===== src/rtl/mem_if.sv =====
// Access bus for the mem block: request/enables, sizing, address and data.
// The master drives the access; the slave (the memory) returns rd_data.
interface mem_if #(
    parameter int WIDTH = 8,
    parameter int DEPTH = 4
);
    logic                     req;
    logic                     wen;
    logic                     ren;
    logic                     zero_ex;
    logic [1:0]               mem_size;
    logic [WIDTH-1:0]         wr_data;
    logic [$clog2(DEPTH)-1:0] addr;
    logic [WIDTH-1:0]         rd_data;

    modport master (
        output req, wen, ren, zero_ex, mem_size, wr_data, addr,
        input  rd_data
    );

    modport slave (
        input  req, wen, ren, zero_ex, mem_size, wr_data, addr,
        output rd_data
    );
endinterface


===== src/rtl/mem.sv =====
// Word-addressed memory with byte/halfword/word writes, sign- or zero-extended
// sub-word reads, and either a registered or a combinational read port.
module mem #(
    parameter int WIDTH     = 8,
    parameter int DEPTH     = 4,
    parameter int SYNC_READ = 1
) (
    input  logic clk,
    input  logic res_n,
    mem_if.slave bus
);
    localparam int HALF_W = (WIDTH >= 16) ? 16 : WIDTH;

    logic [WIDTH-1:0] mem_q [DEPTH];
    logic             in_range;
    logic             wr_en;
    logic             rd_en;
    logic [WIDTH-1:0] rd_word;
    logic [WIDTH-1:0] rd_fmt;
    logic [WIDTH-1:0] wr_word_d;

    function automatic int size_bits(input logic [1:0] size);
        case (size)
            2'b01:   return 8;
            2'b10:   return HALF_W;
            default: return WIDTH;
        endcase
    endfunction

    // A shift by WIDTH yields 0, so a full-width access gives an all-ones mask.
    function automatic logic [WIDTH-1:0] low_mask(input int bits);
        return (WIDTH'(1) << bits) - WIDTH'(1);
    endfunction

    function automatic logic [WIDTH-1:0] fmt_read(input logic [WIDTH-1:0] data,
                                                  input logic [1:0]       size,
                                                  input logic             zero_ex);
        int               bits;
        logic [WIDTH-1:0] m;
        logic             sign;
        bits = size_bits(size);
        m    = low_mask(bits);
        sign = |(data & (WIDTH'(1) << (bits - 1)));
        return (data & m) | ((!zero_ex && sign) ? ~m : '0);
    endfunction

    function automatic logic [WIDTH-1:0] merge_write(input logic [WIDTH-1:0] old,
                                                     input logic [WIDTH-1:0] wd,
                                                     input logic [1:0]       size);
        logic [WIDTH-1:0] m;
        m = low_mask(size_bits(size));
        return (old & ~m) | (wd & m);
    endfunction

    // res_n gates the write enable so a write on a reset edge is discarded.
    always_comb begin
        in_range  = (int'(bus.addr) < DEPTH);
        wr_en     = res_n && bus.req && bus.wen && in_range;
        rd_en     = bus.req && bus.ren;
        rd_word   = in_range ? mem_q[bus.addr] : '0;
        rd_fmt    = fmt_read(rd_word, bus.mem_size, bus.zero_ex);
        wr_word_d = merge_write(rd_word, bus.wr_data, bus.mem_size);
    end

    // Storage is never reset; contents stay undefined until written.
    always_ff @(posedge clk) begin
        if (wr_en) begin
            mem_q[bus.addr] <= wr_word_d;
        end
    end

    generate
        if (SYNC_READ != 0) begin : g_sync_read
            logic [WIDTH-1:0] rd_q;
            logic [WIDTH-1:0] rd_d;

            // rd_fmt comes from pre-edge contents, giving read-before-write.
            always_comb begin
                rd_d = rd_q;
                if (rd_en) begin
                    rd_d = rd_fmt;
                end
            end

            always_ff @(posedge clk or negedge res_n) begin
                if (!res_n) begin
                    rd_q <= '0;
                end else begin
                    rd_q <= rd_d;
                end
            end

            assign bus.rd_data = rd_q;
        end else begin : g_comb_read
            assign bus.rd_data = rd_en ? rd_fmt : '0;
        end
    endgenerate
endmodule


===== src/flat_wrapper.sv =====
// flat-port wrapper written by rule: the top's interface ports become plain ports
module mem_flat 
#(
    parameter int WIDTH     = 8,
    parameter int DEPTH     = 4,
    parameter int SYNC_READ = 1
)
  (clk, res_n, bus_req, bus_wen, bus_ren, bus_zero_ex, bus_mem_size, bus_wr_data, bus_addr, bus_rd_data);
  mem_if #(.WIDTH(WIDTH), .DEPTH(DEPTH)) bus_i ();
  input  logic clk;
  input  logic res_n;
  input wire logic [$bits(bus_i.req)-1:0] bus_req;
  input wire logic [$bits(bus_i.wen)-1:0] bus_wen;
  input wire logic [$bits(bus_i.ren)-1:0] bus_ren;
  input wire logic [$bits(bus_i.zero_ex)-1:0] bus_zero_ex;
  input wire logic [$bits(bus_i.mem_size)-1:0] bus_mem_size;
  input wire logic [$bits(bus_i.wr_data)-1:0] bus_wr_data;
  input wire logic [$bits(bus_i.addr)-1:0] bus_addr;
  output wire logic [$bits(bus_i.rd_data)-1:0] bus_rd_data;
  assign bus_i.req = bus_req;
  assign bus_i.wen = bus_wen;
  assign bus_i.ren = bus_ren;
  assign bus_i.zero_ex = bus_zero_ex;
  assign bus_i.mem_size = bus_mem_size;
  assign bus_i.wr_data = bus_wr_data;
  assign bus_i.addr = bus_addr;
  assign bus_rd_data = bus_i.rd_data;
  mem #(.WIDTH(WIDTH), .DEPTH(DEPTH), .SYNC_READ(SYNC_READ)) u_core (.clk(clk), .res_n(res_n), .bus(bus_i));
endmodule

===== config.mk =====
export PLATFORM = sky130hd
export DESIGN_NAME = mem_flat
export DESIGN_NICKNAME = d
export VERILOG_FILES = /design/src/rtl/mem_if.sv /design/src/rtl/mem.sv /design/src/flat_wrapper.sv
export SDC_FILE = /design/constraint.sdc
export NUM_CORES = 1
export LEC_CHECK = 0
export BUFFER_PORTS_ARGS = -buffer_cell sky130_fd_sc_hd__buf_2
export CAP_MARGIN = 15
export CORE_MARGIN = 4
export CORE_UTILIZATION = 32
export DETAILED_ROUTE_END_ITERATION = 16
export SLEW_MARGIN = 10
export SYNTH_ARGS = -nofsm -noshare
export SYNTH_HDL_FRONTEND = slang
export SYNTH_SLANG_ARGS = --single-unit

===== constraint.sdc =====
create_clock -name clk -period 1.4 [get_ports clk]
set_input_delay 0.07 -clock clk [delete_from_list [all_inputs] [get_ports clk]]
set_output_delay 0.07 -clock clk [all_outputs]
set_load 0.005 [all_outputs]

==> flow_results.org <==
** Placement
- Buffers on Ports :: 22
- Cell count after placement :: 148
- At the end of routability-driven placement, the weighted congestion stood at 0.751.
- The wire-length estimate of the detail-placed layout is 1.91 mm.
- Timing analysis after detailed placement gives a worst setup slack of between 0.03 and 0.04 ns.
- After detailed placement, the total cell area comes to approximately 0.0017 sq mm.

** Global routing
- The initial antenna violation count is 0.
- Total congestion overflow :: 0
- Maximum number of pins on one net before global-route repair :: 13
- Via count of the first global-routing pass :: 859
- Global routing used 10.1% of the available tracks across all layers.
- The first global-routing pass estimated 4.40 mm of wire.

** Clock tree
- TritonCTS clock tree :: built
- Counting every sink on the clock net gives 40.
- In this run, CTS created clock tree buffers numbering 5.
- Number of buffers inserted by post-CTS setup repair :: 0
- The H-tree was split into 2 levels.
- Root Driver :: sky130_fd_sc_hd__clkbuf_8
- Total of cells resized after clock tree synthesis :: 0
- Hold-fix buffer count after cts :: 8
- The later pin in the worst-skew pair is clocked with a latency of 0.28 ns.
- Clock-pin slew was measured on the worst setup and hold paths at 0.07 ns.
- No sink is reached through more buffers than the 2 on the longest clock path.

** Critical path
- Arrival time worst endpoint :: between 1 and 1.5 ns
- At the worst endpoint, the required time is 1.40 ns.
- Along the worst path, the maximum fanout reaches 5.
- Category of the worst setup path launch point :: primary input
- The worst register-to-register path has a setup slack of 0.17 ns.
- Critical path endpoint category :: flip-flop
- Launching instance or port of the critical path :: res_n
- The worst register-to-register path begins at u_core.mem_q[2][7].
- WS Path Type :: in -> reg

** Synthesis
- Synthesis inferred 40 register bits.
- Each instance of the synthesized netlist takes up on average 22.5 sq um.
- Synth Net Count :: 84
- Summing every instance area after synthesis gives 0.00149 sq mm.
- Sequential element share of the synthesized area :: 78.1%
- Count of mapped cells out of synthesis :: 66
- Netlist cell types :: 13
- The Yosys step of the flow raised 0 warnings.

** Outcome
- Result of the run :: finished clean

** Drt
- Using the TritonRoute via totals, the vias-per-cell ratio works out to 4.70.
- The routed design has 2.70 mm of wire.
- Average wire per standard cell :: ~16 um
- Initial DRC count :: 75
- The routed layout has 770 vias.
- Total DRC errors in the routed layout :: 0
- The detail route stage leaves a number of antenna-violating nets equal to 0.
- The first detailed-routing pass ran for 5 iterations.

** Floorplan
- In this run the vertical extent of the chip is 76.2 um.
- I/O pin count :: 26
- In this run the core area contains 24 standard-cell rows.
- The floorplan step defined a die boundary enclosing roughly 0.0058 sq mm.
- In this run the standard cell core region covers 0.00441 sq mm.
- Starting utilization of the core area :: 33.7%
- In this run the horizontal extent of the chip is 76.2 um.

** Timing
- Worst hold margin :: ~0.016 ns
- For the final database, setup skew stands at 0.00434 ns.
- Setup violations remaining at the end of the flow were counted as 0.
- For the pin with the worst max-slew slack, the measured transition is 0.427 ns.
- FMAX :: 772 MHz
- Shortest period the worst path allows :: 1.29 ns
- The final hold violation count is 0.
- RSZ-0062 raised after global routing :: false
- In the finished design, the share of the clock period the worst path needs comes to 92.5%.
- Headroom to the max-slew limit came out at 71.5%.
- Worst setup margin :: 0.105 ns
- The number of max-slew violations in the final report is 0.
- TNS Setup :: 0 ns

** Power and ir drop
- Leakage power total :: 0.712 nW
- Across the VDD grid, the largest voltage drop is approximately 650 uV.
- PwrDens :: 1230 mW/mm^2

** Layout
- The area growth from synthesis to layout is 27.8%.
- Layout net count :: 129
- Final cell area excluding filler cells :: 0.00190 sq mm
- Diodes inserted :: 0
- Most common library cell in the layout ignoring fill and taps :: sky130_fd_sc_hd__edfxtp_1
- The finished layout holds 164 standard cells, fillers aside.
- Share of final-layout standard cells stronger than drive strength 1 :: between 50% and 60%
- After filler insertion, the fill cell instance count of the layout stands at 392.
- Commonest cells after routing, fill and taps aside :: sky130_fd_sc_hd__edfxtp_1 (32), sky130_fd_sc_hd__buf_2 (22), sky130_fd_sc_hd__buf_4 (10)

** Worst hold path
- Class of the tightest hold or removal check :: in -> reg
- The startpoint identified for the worst hold timing path is bus_wr_data[1].

** Job
- The tool flagged a number of max-cap violations equal to 0.
## power by group
| group | leakage (nW) | total [mW] | internal (mW) | switching (mW) |
|---|---|---|---|---|
| combinational | 0.278 | 0.203 | 0.118 | 0.0852 |
| clock | 0.0510 | 0.763 | 0.393 | 0.370 |
| sequential | 0.383 | 1.36 | 1.34 | 0.0208 |
| total | 0.712 | 2.33 | 1.85 | 0.476 |
## cells in the mapped netlist (all sizes together)
library cell / n / area share [%]
nand4: 1 / 0.42
dfrtp: 8 / 13
mux2: 8 / 6.1
buf: 1 / 0.76
mux4: 8 / 12
nor3: 2 / 0.67
nand2: 1 / 0.25
clkbuf: 1 / 0.25
nand3: 1 / 0.34
edfxtp: 32 / 65
nor2: 2 / 0.51
inv: 1 / 0.25
## sequential cells by signal, summed over array words and instances, names as in the netlist
register            cells
u_core.mem_q           32
u_core.bus.rd_data      8
## critical path: stages
cell	delay (ns)
sky130_fd_sc_hd__dlygate4sd3_1	0.52
sky130_fd_sc_hd__buf_2	0.15
sky130_fd_sc_hd__nand3_1	0.12
sky130_fd_sc_hd__nor3_1	0.22
sky130_fd_sc_hd__buf_4	0.21
## routing by layer
layer	wire length, um	GRT usage, %	part of all wire (%)	vias up
li1	-	-	-	357
met1	1240	13.1	46	382
met2	1230	15.1	46	26
met3	183	3.90	6.8	5
met4	46	4.20	1.7	0
met5	0	0	0	-
## final timing paths
check / endpoint / cells after the start
worst min register to register: u_core.bus.rd_data[0] / 1
worst max register to register: u_core.bus.rd_data[7] / 2
min in group asynchronous: u_core.bus.rd_data[6] / 2
worst min-delay path: u_core.mem_q[1][1] / 1
worst max-delay path: u_core.mem_q[0][2] / 5
max in group asynchronous: u_core.bus.rd_data[2] / 3
## kinds of logic after synthesis
group	Yosys count	share of synthesized area (%)
AND/OR/NAND/NOR	7	2.19
buffers and inverters	3	1.26
multiplexers	16	18.4
flip-flops	40	78.1
## metrics by stage
step / util [%] / total power, mW
finish: 43.0 / 2.33
global placement: 39.1 / 1.57
global route: 43.0 / 2.43
floorplan: - / 1.48
CTS: 43.0 / 2.37
detailed placement: 39.1 / 1.58
## final cells by class
cell class              instances  area (sq um)  share of cell area, %
repair buffers                 40           265                   14.0
flip-flops and latches         40          1160                   61.1
inverters                       1          3.75                  0.198
well taps                      52          65.1                   3.43
multi-input cells              23           312                   16.4
clock buffers                   6          82.6                   4.35
clock inverters                 2          10.0                  0.527
(Power assumes the default switching activity.)
